$ cat config.mk
export PLATFORM = sky130hd
export DESIGN_NAME = lieat_axi_master
export DESIGN_NICKNAME = d
export VERILOG_FILES = /design/src/rtl/lieat_axi_pkg.sv /design/src/rtl/lieat_axi_master.sv
export SDC_FILE = /design/constraint.sdc
export NUM_CORES = 1
export LEC_CHECK = 0
export ABC_AREA = 1
export BUFFER_PORTS_ARGS = -buffer_cell sky130_fd_sc_hd__buf_2
export CAP_MARGIN = 15
export CELL_PAD_IN_SITES_DETAIL_PLACEMENT = 1
export CELL_PAD_IN_SITES_GLOBAL_PLACEMENT = 1
export CORE_AREA = 3 3 168 170
export CTS_CLUSTER_DIAMETER = 40
export DETAILED_ROUTE_END_ITERATION = 10
export DIE_AREA = 0 0 171 173
export GPL_ROUTABILITY_DRIVEN = 0
export GPL_TIMING_DRIVEN = 0
export PLACE_DENSITY_LB_ADDON = 0.1
export SYNTH_ARGS = -nofsm -noshare
export SYNTH_HDL_FRONTEND = slang
export SYNTH_SLANG_ARGS = --single-unit
$ cat constraint.sdc
create_clock -name clk -period 1.84 [get_ports clk]
set_input_delay 0.092 -clock clk [delete_from_list [all_inputs] [get_ports clk]]
set_output_delay 0.092 -clock clk [all_outputs]
set_load 0.005 [all_outputs]
$ cat src/rtl/lieat_axi_pkg.sv
// Shared AXI constants, master FSM state type and response-decode helper
// for the lieat single-beat AXI master.
package lieat_axi_pkg;

  localparam int AXI_DATA_W = 64;
  localparam int AXI_STRB_W = 8;

  localparam logic [1:0] AXI_BURST_INCR = 2'b01;

  localparam logic [1:0] AXI_RESP_OKAY   = 2'b00;
  localparam logic [1:0] AXI_RESP_EXOKAY = 2'b01;
  localparam logic [1:0] AXI_RESP_SLVERR = 2'b10;
  localparam logic [1:0] AXI_RESP_DECERR = 2'b11;

  localparam logic [2:0] AXI_SIZE_1B = 3'd0;
  localparam logic [2:0] AXI_SIZE_2B = 3'd1;
  localparam logic [2:0] AXI_SIZE_4B = 3'd2;
  localparam logic [2:0] AXI_SIZE_8B = 3'd3;

  typedef enum logic [2:0] {
    ST_IDLE,
    ST_RD_ADDR,
    ST_RD_DATA,
    ST_WR_REQ,
    ST_WR_RESP,
    ST_RESP
  } master_state_e;

  // SLVERR/DECERR both have bit 1 set; a foreign ID means the beat is not ours.
  function automatic logic resp_is_err(input logic [1:0] resp,
                                       input logic [3:0] id,
                                       input logic [3:0] exp_id);
    return resp[1] | (id != exp_id);
  endfunction

endpackage

$ cat src/rtl/lieat_axi_master.sv
// Single-outstanding, single-beat AXI4 master bridging a core valid/ready
// request/response port onto the io_master_* AXI channels.
module lieat_axi_master
  import lieat_axi_pkg::*;
#(
  parameter int         ADDR_W = 32,
  parameter logic [3:0] AXI_ID = 4'h0
) (
  input  logic                  clk,
  input  logic                  rst_n,

  input  logic                  req_valid,
  output logic                  req_ready,
  input  logic                  req_write,
  input  logic [ADDR_W-1:0]     req_addr,
  input  logic [2:0]            req_size,
  input  logic [AXI_DATA_W-1:0] req_wdata,
  input  logic [AXI_STRB_W-1:0] req_wstrb,

  output logic                  rsp_valid,
  input  logic                  rsp_ready,
  output logic [AXI_DATA_W-1:0] rsp_rdata,
  output logic                  rsp_err,

  output logic                  io_master_awvalid,
  input  logic                  io_master_awready,
  output logic [ADDR_W-1:0]     io_master_awaddr,
  output logic [3:0]            io_master_awid,
  output logic [7:0]            io_master_awlen,
  output logic [2:0]            io_master_awsize,
  output logic [1:0]            io_master_awburst,

  output logic                  io_master_wvalid,
  input  logic                  io_master_wready,
  output logic [AXI_DATA_W-1:0] io_master_wdata,
  output logic [AXI_STRB_W-1:0] io_master_wstrb,
  output logic                  io_master_wlast,

  input  logic                  io_master_bvalid,
  output logic                  io_master_bready,
  input  logic [1:0]            io_master_bresp,
  input  logic [3:0]            io_master_bid,

  output logic                  io_master_arvalid,
  input  logic                  io_master_arready,
  output logic [ADDR_W-1:0]     io_master_araddr,
  output logic [3:0]            io_master_arid,
  output logic [7:0]            io_master_arlen,
  output logic [2:0]            io_master_arsize,
  output logic [1:0]            io_master_arburst,

  input  logic                  io_master_rvalid,
  output logic                  io_master_rready,
  input  logic [AXI_DATA_W-1:0] io_master_rdata,
  input  logic [1:0]            io_master_rresp,
  input  logic                  io_master_rlast,
  input  logic [3:0]            io_master_rid
);

  master_state_e         state_reg;
  logic [ADDR_W-1:0]     addr_reg;
  logic [2:0]            size_reg;
  logic [AXI_DATA_W-1:0] wdata_reg;
  logic [AXI_STRB_W-1:0] wstrb_reg;
  logic                  req_ready_reg;
  logic                  arvalid_reg;
  logic                  rready_reg;
  logic                  awvalid_reg;
  logic                  wvalid_reg;
  logic                  bready_reg;
  logic                  aw_done_reg;
  logic                  w_done_reg;
  logic                  rsp_valid_reg;
  logic [AXI_DATA_W-1:0] rdata_reg;
  logic                  err_reg;

  logic aw_hs;
  logic w_hs;
  logic aw_fin;
  logic w_fin;
  logic unused_rlast;

  assign aw_hs  = awvalid_reg & io_master_awready;
  assign w_hs   = wvalid_reg & io_master_wready;
  assign aw_fin = aw_done_reg | aw_hs;
  assign w_fin  = w_done_reg | w_hs;

  // Single-beat transfers only; the fabric's slave side leaves rlast undriven.
  assign unused_rlast = io_master_rlast;

  always_ff @(posedge clk or negedge rst_n) begin
    if (!rst_n) begin
      state_reg     <= ST_IDLE;
      addr_reg      <= '0;
      size_reg      <= '0;
      wdata_reg     <= '0;
      wstrb_reg     <= '0;
      req_ready_reg <= 1'b0;
      arvalid_reg   <= 1'b0;
      rready_reg    <= 1'b0;
      awvalid_reg   <= 1'b0;
      wvalid_reg    <= 1'b0;
      bready_reg    <= 1'b0;
      aw_done_reg   <= 1'b0;
      w_done_reg    <= 1'b0;
      rsp_valid_reg <= 1'b0;
      rdata_reg     <= '0;
      err_reg       <= 1'b0;
    end else begin
      case (state_reg)
        ST_IDLE: begin
          req_ready_reg <= 1'b1;
          if (req_valid && req_ready_reg) begin
            req_ready_reg <= 1'b0;
            addr_reg      <= req_addr;
            size_reg      <= req_size;
            wdata_reg     <= req_wdata;
            wstrb_reg     <= req_wstrb;
            if (req_write) begin
              awvalid_reg <= 1'b1;
              wvalid_reg  <= 1'b1;
              aw_done_reg <= 1'b0;
              w_done_reg  <= 1'b0;
              state_reg   <= ST_WR_REQ;
            end else begin
              arvalid_reg <= 1'b1;
              state_reg   <= ST_RD_ADDR;
            end
          end
        end

        ST_RD_ADDR: begin
          if (io_master_arready) begin
            arvalid_reg <= 1'b0;
            rready_reg  <= 1'b1;
            state_reg   <= ST_RD_DATA;
          end
        end

        ST_RD_DATA: begin
          if (io_master_rvalid) begin
            rready_reg    <= 1'b0;
            rdata_reg     <= io_master_rdata;
            err_reg       <= resp_is_err(io_master_rresp, io_master_rid, AXI_ID);
            rsp_valid_reg <= 1'b1;
            state_reg     <= ST_RESP;
          end
        end

        // AW and W retire independently; leave once both have handshaken,
        // whether in earlier cycles or in this one.
        ST_WR_REQ: begin
          if (aw_hs) begin
            awvalid_reg <= 1'b0;
            aw_done_reg <= 1'b1;
          end
          if (w_hs) begin
            wvalid_reg <= 1'b0;
            w_done_reg <= 1'b1;
          end
          if (aw_fin && w_fin) begin
            aw_done_reg <= 1'b0;
            w_done_reg  <= 1'b0;
            bready_reg  <= 1'b1;
            state_reg   <= ST_WR_RESP;
          end
        end

        ST_WR_RESP: begin
          if (io_master_bvalid) begin
            bready_reg    <= 1'b0;
            rdata_reg     <= '0;
            err_reg       <= resp_is_err(io_master_bresp, io_master_bid, AXI_ID);
            rsp_valid_reg <= 1'b1;
            state_reg     <= ST_RESP;
          end
        end

        ST_RESP: begin
          if (rsp_ready) begin
            rsp_valid_reg <= 1'b0;
            req_ready_reg <= 1'b1;
            state_reg     <= ST_IDLE;
          end
        end

        default: begin
          state_reg <= ST_IDLE;
        end
      endcase
    end
  end

  assign req_ready = req_ready_reg;
  assign rsp_valid = rsp_valid_reg;
  assign rsp_rdata = rdata_reg;
  assign rsp_err   = err_reg;

  assign io_master_awvalid = awvalid_reg;
  assign io_master_awaddr  = addr_reg;
  assign io_master_awid    = AXI_ID;
  assign io_master_awlen   = 8'h00;
  assign io_master_awsize  = size_reg;
  assign io_master_awburst = AXI_BURST_INCR;

  assign io_master_wvalid  = wvalid_reg;
  assign io_master_wdata   = wdata_reg;
  assign io_master_wstrb   = wstrb_reg;
  assign io_master_wlast   = wvalid_reg;

  assign io_master_bready  = bready_reg;

  assign io_master_arvalid = arvalid_reg;
  assign io_master_araddr  = addr_reg;
  assign io_master_arid    = AXI_ID;
  assign io_master_arlen   = 8'h00;
  assign io_master_arsize  = size_reg;
  assign io_master_arburst = AXI_BURST_INCR;

  assign io_master_rready  = rready_reg;

endmodule
==> metrics.yaml, run 1 <==
sta:
  setup_viol: 0
  timing.final.crit_share: 0.8900
  max_slew_margin: 0.5537
  skew_ns: 0.01443
  worst_pin_slew_ns: 0.6694
  fmax_mhz: 610.7
  finalCriticalPeriod_ns: 1.638
  slew_viol_final: 0
  rsz0062_at_grt: "false"
  setup_tns_ns: 0
  finalHoldViolations: 0
  hold_ws_ns: 0.02591
finish:
  register_area_mm2: 0.004604
  syn2layout_area_growth_pct: 60.82
  utilization: 0.4806
  drive_gt1_frac: 0.3518
  fin_area_mm2: 0.01292
  nets: 1737
  fillers: 3291
  multi_input_area_mm2: 0.002648
  layout_common_cells: "buf_2, nand2_1, dfrtp_1, dlygate4sd3_1, o21ai_0"
  mostFrequentLayoutCell: "buf_2"
synthesis:
  synth.avg_cell_area_um2: 8.749
  ys_seq_elements: 184
  synthesis.area_mm2: 0.008031
  yosysSeqAreaShare: 0.5733
  ys_warn_count: 0
  synthCells: 918
  yosysUniqueCellTypes: 24
clock_tree:
  cts_tree: "yes"
  cts_root_buf: "clkbuf_16"
  clk_pin_slew_worst_paths_ns: 0.07
  cts_buffers: 17
  postCtsSetupBuffers: 0
  htree_num_levels: 4
  clockBufferDepth: 2
  clkLatencyLatePin_ns: 0.43
  cts_sinks: 184
power_and_ir_drop:
  vdd_drop_max_v: 0.0005532
  p_per_area_mw_per_mm2: 1436
  power_leakage_nw: 7.193
critical_path:
  crit_type: "reg2reg"
  r2r-start: "req_ready"
  startpoint_type: "register"
  critPathArrivalTime_ns: 1.99
  startpoint: "req_ready"
  critPathMaxFanout: 10
  crit_path_end_kind: "register"
  worstPathRequired_ns: 2.20
worst_hold_path:
  min-delay-start: "req_write"
  hold_path.class: "in2reg"
global_routing:
  antenna_found_initial: 2
  grt_remaining_overflow: 0
  grt_max_degree: 104
  gr-usage-met2: 0.3702
  grt_use_met1: 0.2403
  grt_pass1_wl_um: 48910
  track_usage: 0.2057
  top_usage_layer: "met2"
  grtUsageMet3: 0.04824
  grt_pass1_vias: 9141
die:
  die_h_um: 173
  die_area_mm2: 0.02958
  core_mm2: 0.02688
  initial_utilization: 0.2988
  ios: 437
  rows: 60
  die_w_um: 171
detailed_routing:
  wl_um: 31320
  drtAntennaViolNets: 0
  viasPerCell: 4.434
  post_drt_wl_per_cell_um: 16.50
  drtIter0Drc: 447
  dr.pass1.iters: 4
  post-route-drc-count: 0
  vias: 8415
placement:
  dp_hpwl_um: 22330
  io_buffer_count: 405
  dpl_cell_area_mm2: 0.01062
run_status:
  outcome: "completed"
run:
  maxCapViolCount: 0
where the power goes:
part	switching [mW]	internal (mW)	total, mW
clock network	1.74	1.77	3.52
logic	4.43	3.60	8.03
registers	1.08	5.92	7.00
worst paths after layout:
check	to	slack (ns)	depth (start not counted)
setup / recovery	io_master_araddr[2]	0.20	6
hold / removal	io_master_arvalid	0.03	4
setup reg to reg	io_master_araddr[2]	0.20	6
hold reg to reg	w_done_reg	0.47	2
max in group asynchronous	io_master_wdata[58]	0.57	3
min in group asynchronous	rsp_rdata[48]	0.25	2
final cells by class:
type / count / share of cell area
Buffer: 122 / 0.06335
Antenna cell: 2 / 0.0003875
Sequential cell: 184 / 0.3565
Inverter: 15 / 0.004553
Clock inverter: 13 / 0.009300
Tap cell: 341 / 0.03303
Timing Repair Buffer: 580 / 0.2947
Clock buffer: 18 / 0.03323
Multi-Input combinational cell: 623 / 0.2050
worst max-delay path, stage by stage (launching register included):
cell and delay, ns:
dfrtp_1 0.42, nand2_1 0.12, buf_4 0.22, nor2_4 0.31, buf_2 0.29, nand2_1 0.13, nand2_1 0.08
what timing repair did:
item                      CTS  global route
hold endpoints to repair  255             0
resized for setup           0             0
hold buffers              174             0
cells in the mapped netlist (all sizes together):
| cell | count | area share |
|---|---|---|
| nand2 | 372 | 0.17 |
| dfrtp | 184 | 0.57 |
| o21ai | 116 | 0.072 |
| buf | 103 | 0.093 |
| nand3 | 76 | 0.048 |
| clkbuf | 19 | 0.0089 |
| nor2 | 17 | 0.012 |
| inv | 15 | 0.0073 |
| a21oi | 7 | 0.0044 |
| nand3b | 3 | 0.0028 |
| conb | 2 | 0.00094 |
| nand4 | 2 | 0.0016 |
| nor3 | 2 | 0.0012 |
kinds of logic after synthesis:
group	Yosys count	synth area share
compound gates	123	0.07665
simple gates	472	0.2399
other cells	2	0.0009351
flops	184	0.5733
buf+inv	137	0.1092
per-layer routing:
metal / wire length, um / part of all wire / vias up
met5: 0 / 0 / -
met4: 686 / 0.022 / 0
met3: 2056 / 0.066 / 38
met2: 16060 / 0.51 / 294
met1: 12520 / 0.40 / 4006
li1: - / - / 4077
metrics by stage:
stage / setup WS [ns] / cells / power (mW)
floorplan: 0.5096 / 944 / 10.85
global placement: -2.716 / 1690 / 14.68
detailed placement: 0.1508 / 1691 / 14.92
CTS: 0.1300 / 1896 / 18.81
global route: 0.04481 / 1898 / 20.18
finish: 0.2024 / 1898 / 18.55
Power figures use the tool's default switching activity.
==> run 2, diff against run 1 <==
Settings changed: ABC_AREA 1 to unset, CAP_MARGIN 15 to 20, CORE_AREA 3 3 168 170 to 3 3 170 172, DIE_AREA 0 0 171 173 to 0 0 173 175.
==> run 2 against run 1 <==
Global-route usage fell by 3.4 points. Core utilization fell by 2.7 points. Area after synthesis fell by 5.6%. Largest power group unchanged.
==> metrics.yaml, run 2 <==
run_status:
  outcome: "completed"
sta:
  setup_viol: 0  # unchanged
  slew_viol_final: 0  # unchanged
  finalCriticalPeriod_ns: 1.735  # +0.09699 ns
  finalHoldViolations: 0  # unchanged
  worst_pin_slew_ns: 0.7692  # +0.09984 ns
  timing.final.crit_share: 0.9427  # +0.05271
  skew_ns: 0.01280  # -0.001630 ns
  hold_ws_ns: 0.02592  # +0.000005300 ns
  fmax_mhz: 576.5  # -5.6%
  setup_tns_ns: 0  # unchanged
  max_slew_margin: 0.4872  # -0.06656
  rsz0062_at_grt: "false"
synthesis:
  yosysSeqAreaShare: 0.6076  # +0.03426
  synth.avg_cell_area_um2: 14.57  # +67%
  yosys.area.top_type: "dfrtp_1"
  ys_seq_elements: 184  # unchanged
  synth_edf_count: 0  # unchanged
  yosysUniqueCellTypes: 45  # +88%
  yosys-top-cells-area: "dfrtp_1, mux2_1, a22o_1, buf_4, mux2_2"
  synth_async_sr_flop_share: 1.000  # unchanged
  synthCells: 520  # -43%
  synthFlopType: "dfrtp_1"
  synth_common_cells: "dfrtp_1, mux2_1, buf_4, a22o_1, mux2_2"
  ys_warn_count: 0  # unchanged
  synthesis.area_mm2: 0.007579  # -5.6%
  synth_top_area_frac: 0.6076  # +0.03426
  yosysMostFrequentCell: "dfrtp_1"
critical_path:
  path_delay_family: "buffers and inverters"
  crit_type: "reg2reg"
  max_stage_delay_ns: 0.38  # -0.04 ns
  cp_slowest_cell: "dfrtp_1"
  startpoint_type: "register"
  crit_path_end_kind: "register"
  cp_cell_sequence: "buf_6 -> nor3_2 -> and2b_4 -> buf_12 -> buf_8 -> mux2_1"
  critPathMaxFanout: 10  # unchanged
  critPathArrivalTime_ns: 2.04  # +0.05 ns
  crit_buf_inv: 3  # +1
  worstPathRequired_ns: 2.14  # -0.06 ns
clock_tree:
  cts_buffers: 17  # unchanged
  cts_root_buf: "clkbuf_16"
  cts_resized: 0  # unchanged
  cts_tree: "yes"
  clockBufferDepth: 2  # unchanged
  htree_num_levels: 4  # unchanged
  clkLatencyLatePin_ns: 0.43  # about the same
  cts_sinks: 184  # unchanged
  clk_pin_slew_worst_paths_ns: 0.07  # about the same
die:
  die_w_um: 173  # +1.2%
  ios: 437  # unchanged
  rows: 61  # +1.7%
  die_h_um: 175  # +1.2%
  core_mm2: 0.02763  # +2.8%
  initial_utilization: 0.2743  # -0.02454
  die_area_mm2: 0.03028  # +2.3%
detailed_routing:
  vias: 6547  # -22%
  drtIter0Drc: 294  # -34%
  wl_um: 26550  # -15%
  dr.pass1.iters: 4  # unchanged
  drtAntennaViolNets: 0  # unchanged
  post_drt_wl_per_cell_um: 17.24  # +4.5%
  viasPerCell: 4.251  # -4.1%
  post-route-drc-count: 0  # unchanged
finish:
  drive_gt1_frac: 0.4866  # +0.1349
  layout_common_cells: "buf_2, dfrtp_1, dlygate4sd3_1, mux2_1, buf_4"
  nets: 1342  # -23%
  fin_cells: 1540  # -19%
  mostFrequentLayoutCell: "buf_2"
  syn2layout_area_growth_pct: 65.49
power_and_ir_drop:
  p_switching_mw: 6.167  # -15%
  power.total_mw: 18.29  # -1.4%
  p_per_area_mw_per_mm2: 1458  # +1.5%
  vdd_drop_max_v: 0.0005009  # -9.5%
  netSwitchingFraction: 0.3372  # -0.05379
  pwr-share-clk: 0.196  # +0.006
  seq_power_share: 0.388  # +0.011
  power_leakage_nw: 6.415  # -11%
  intPower_mw: 12.12  # +7.3%
  p_comb_frac: 0.416  # -0.017
worst_hold_path:
  hold_path.class: "in2reg"
placement:
  dp_hpwl_um: 18740  # -16%
  io_buffer_count: 405  # unchanged
  place_inst: 1330  # -21%
run:
  maxCapViolCount: 0  # unchanged
global_routing:
  track_usage: 0.1717  # -0.03404
  grt_pass1_vias: 7169  # -22%
  antenna_found_initial: 2  # unchanged
  grt_max_degree: 95  # -8.7%
  grt_remaining_overflow: 0  # unchanged
  grt_pass1_wl_um: 41340  # -15%
-- run 2: final cells by class --
type                            instances  area [um2]
Inverter                                5       18.77
Clock inverter                         14       125.1
Multi-Input combinational cell        261        2300
Tap cell                              378       473.0
Clock buffer                           18       429.2
Timing Repair Buffer                  583        3836
Sequential cell                       184        4604
Antenna cell                            1       2.502
Fill cell                            3111       15090
Buffer                                 96       753.2
-- run 2: metrics by stage --
stage / cell area [um2] / setup WS [ns] / utilization
4_1_cts: 12540 / 0.06286 / 0.4539
5_1_grt: 12540 / 0.01887 / 0.4539
3_3_place_gp: 10180 / -2.706 / 0.3683
6_report: 12540 / 0.1054 / 0.4539
2_1_floorplan: 7676 / 0.2702 / -
3_5_place_dp: 10210 / 0.09434 / 0.3697
-- run 2: cell families (layout without fill, tap and decap cells) --
family,Yosys count,after routing,share of synthesized area
flip-flops,184,184,0.6076
AO/OA/AOI/OAI,96,96,0.1042
other,2,29,0.0009910
multiplexers,108,108,0.1603
AND/OR/NAND/NOR,29,29,0.02509
buffers and inverters,101,716,0.1019
-- run 2: path summary, 6_finish.rpt --
kind / start / to / slack [ns] / cells past startpoint
worst max-delay path: state_reg[2] / io_master_araddr[20] / 0.11 / 6
worst min-delay path: io_master_rid[1] / rsp_err / 0.03 / 3
worst max register to register: state_reg[2] / io_master_araddr[20] / 0.11 / 6
worst min register to register: io_master_wdata[23] / io_master_wdata[23] / 0.48 / 1
max in group asynchronous: rst_n / rsp_valid / 0.63 / 3
min in group asynchronous: rst_n / io_master_wdata[3] / 0.26 / 2
-- run 2: power groups by stage --
| stage | logic, mW | registers (mW) | clock network [mW] |
|---|---|---|---|
| 2_1_floorplan | 3.63 | 7.20 | 0 |
| 3_3_place_gp | 7.31 | 7.09 | 0 |
| 3_5_place_dp | 7.40 | 7.15 | 0 |
| 4_1_cts | 7.71 | 7.11 | 3.73 |
| 5_1_grt | 8.32 | 7.38 | 3.91 |
| 6_report | 7.60 | 7.10 | 3.59 |
-- run 2: metal layers --
metal,vias to the layer above,GRT usage,share of wire
li1,3039,-,-
met1,3238,0.2060,0.42
met3,19,0.05193,0.064
met2,251,0.3037,0.51
met5,-,0,0
met4,0,0.03885,0.012
-- run 2: worst register-to-register path, cell delays in order (launching register included) --
cell and delay (ns):
dfrtp_1 0.38, buf_6 0.14, nor3_2 0.21, and2b_4 0.22
buf_12 0.16, buf_8 0.17, mux2_1 0.34
-- run 2: timing repair --
action                                 4_1_cts  5_1_grt
hold buffers                               177        0
buffers inserted                             0        0
endpoints found under the hold margin      271        0
==> run 3, diff against run 2 <==
Settings changed: BUFFER_PORTS_ARGS -buffer_cell sky130_fd_sc_hd__buf_2 to unset, CORE_AREA 3 3 170 172 to 3 3 169 171, DIE_AREA 0 0 173 175 to 0 0 172 174, DONT_BUFFER_PORTS set to 1.
==> run 3 against run 2 <==
The flow now finishes with violations (hold timing). Sequential share of layout area up 7.0 points. Die area decreased by 1.1%. Sequential power grew 13%. Power down 9.4%. Largest cell class unchanged.
==> metrics.yaml, run 3 (synthesis gave the netlist of run 2 again) <==
global_routing:
  grt_remaining_overflow: 0  # unchanged
  grt_max_degree: 185  # +95%
  grt_pass1_vias: 5940  # -17%
  track_usage: 0.1505  # -0.02114
  antenna_found_initial: 0  # -2
  grt_pass1_wl_um: 35110  # -15%
die:
  core_mm2: 0.02703  # -2.2%
  initial_utilization: 0.2804  # +0.006121
  rows: 60  # -1.6%
  die_h_um: 174  # -0.57%
  die_area_mm2: 0.02993  # -1.1%
  die_w_um: 172  # -0.58%
  ios: 437  # unchanged
sta:
  finalCriticalPeriod_ns: 1.751  # +0.01683 ns
  slew_viol_final: 0  # unchanged
  setup_tns_ns: 0  # unchanged
  finalHoldViolations: 184  # +184
  setup_viol: 0  # unchanged
  rsz0062_at_grt: "false"
  timing.final.ws_setup_ns: 0.08859  # -0.01683 ns
  fmax_mhz: 571.0  # -0.96%
  skew_ns: 0.01536  # +0.002557 ns
  timing.final.crit_share: 0.9519  # +0.009145
  hold_ws_ns: -0.6354  # -0.6613 ns
clock_tree:
  cts_root_buf: "clkbuf_16"
  clk_pin_slew_worst_paths_ns: 0.07  # about the same
  cts_tree: "yes"
  clkLatencyLatePin_ns: 0.42  # about the same
  cts_buffers: 17  # unchanged
  cts_sinks: 184  # unchanged
  postCtsSetupBuffers: 0  # unchanged
  htree_num_levels: 4  # unchanged
  postCtsHoldBufs: 181  # +2.3%
  clockBufferDepth: 2  # unchanged
critical_path:
  cp_slowest_cell: "dfrtp_1"
  max_stage_delay_ns: 0.37  # about the same
  crit_cells: 6  # unchanged
  critPathMaxFanout: 10  # unchanged
  startpoint_type: "register"
  cp_cell_sequence: "buf_6 -> nor3_4 -> and2b_4 -> buf_12 -> buf_8 -> mux2_1"
  crit_buf_inv: 3  # unchanged
  worstRegToRegCells: 6  # unchanged
  path_delay_family: "buffers and inverters"
  worstPathRequired_ns: 2.13  # about the same
  critPathArrivalTime_ns: 2.04  # about the same
  crit_path_end_kind: "register"
  crit_type: "reg2reg"
run_status:
  violations: "hold timing"
  outcome: "complete, but fails checks"
power_and_ir_drop:
  intPower_mw: 11.05  # -8.8%
  p_switching_mw: 5.512  # -11%
  p_comb_frac: 0.279  # -0.137
  vdd_drop_max_v: 0.0004766  # -4.9%
  power.total_mw: 16.57  # -9.4%
  pwr-share-clk: 0.238  # +0.042
  p_per_area_mw_per_mm2: 1572  # +7.8%
  power_leakage_nw: 4.760  # -26%
  netSwitchingFraction: 0.3327  # -0.004426
  seq_power_share: 0.483  # +0.095
worst_hold_path:
  hold_path.class: "in2async"
placement:
  io_buffer_count: 0  # -100%
  pre_cts_ws_ns: 0.05060  # -0.04374 ns
  dp_hpwl_um: 16140  # -14%
  dpl_cell_area_mm2: 0.008103  # -21%
  place_inst: 887  # -33%
finish:
  diodes: 0  # -1
  syn2layout_area_growth_pct: 39.08
  drive_gt1_frac: 0.2074  # -0.2793
  mostFrequentLayoutCell: "dfrtp_1"
  nets: 939  # -30%
  fin_area_mm2: 0.01054  # -16%
  fin_cells: 1098  # -29%
  utilization: 0.3900  # -0.06394
  fillers: 2796  # -10%
  layout_common_cells: "dfrtp_1, dlygate4sd3_1, mux2_1, buf_4, a22o_1"
run:
  maxCapViolCount: 0  # unchanged
detailed_routing:
  post_drt_wl_per_cell_um: 21.48  # +25%
  dr.pass1.iters: 4  # unchanged
  vias: 5132  # -22%
  drtIter0Drc: 248  # -16%
  viasPerCell: 4.674  # +9.9%
  post-route-drc-count: 0  # unchanged
  drtAntennaViolNets: 0  # unchanged
  wl_um: 23590  # -11%
## run 3: cell types whose count changed in the layout (fill, tap and decap cells not counted), moves of 2 or more
cell           change
clkinvlp_4         +2
dlygate4sd3_1      +4
buf_2            -405
inv_6              -2
clkinv_2           -2
bufinv_16          +4
inv_8              -4
## run 3: repair_timing
| action | in CTS | in global routing |
|---|---|---|
| gates resized for setup | 0 | 3 |
| endpoints found under the hold margin | 367 | 184 |
| setup endpoints to repair | 0 | 78 |
## run 3: per-layer routing
metal / vias up / part of all wire / wire (um) / GRT usage
met5: - / 0 / 0 / 0
met4: 0 / 0.025 / 592 / 0.05522
met1: 2584 / 0.36 / 8400 / 0.1581
met2: 280 / 0.54 / 12630 / 0.2788
li1: 2234 / - / - / -
met3: 34 / 0.083 / 1963 / 0.04640
## run 3: final cells by class
class | instances | area (um2) | area share
Multi-Input combinational cell | 261 | 2306 | 0.2188
Inverter | 5 | 18.77 | 0.001781
Timing Repair Buffer | 181 | 1812 | 0.1719
Clock buffer | 19 | 432.9 | 0.04107
Sequential cell | 184 | 4606 | 0.4370
Tap cell | 341 | 426.7 | 0.04048
Buffer | 95 | 750.7 | 0.07123
Clock inverter | 12 | 187.7 | 0.01781
## run 3: power by group through the flow
stage	Combinational [mW]	Sequential, mW	Clock [mW]
floorplan	3.63	7.20	0
global placement	4.18	8.04	0
detailed placement	4.33	8.02	0
CTS	4.65	7.98	4.09
global route	5.10	8.25	4.27
finish	4.63	7.99	3.95
## run 3: worst paths after layout
path	startpoint	endpoint	slack [ns]
hold / removal	rst_n	io_master_arsize[1]	-0.64
setup reg to reg	state_reg[2]	io_master_wdata[39]	0.09
max in group asynchronous	rst_n	state_reg[1]	2.21
min in group clk	io_master_arready	state_reg[0]	0.03
setup / recovery	state_reg[2]	io_master_wdata[39]	0.09
hold reg to reg	io_master_wdata[47]	io_master_wdata[47]	0.52
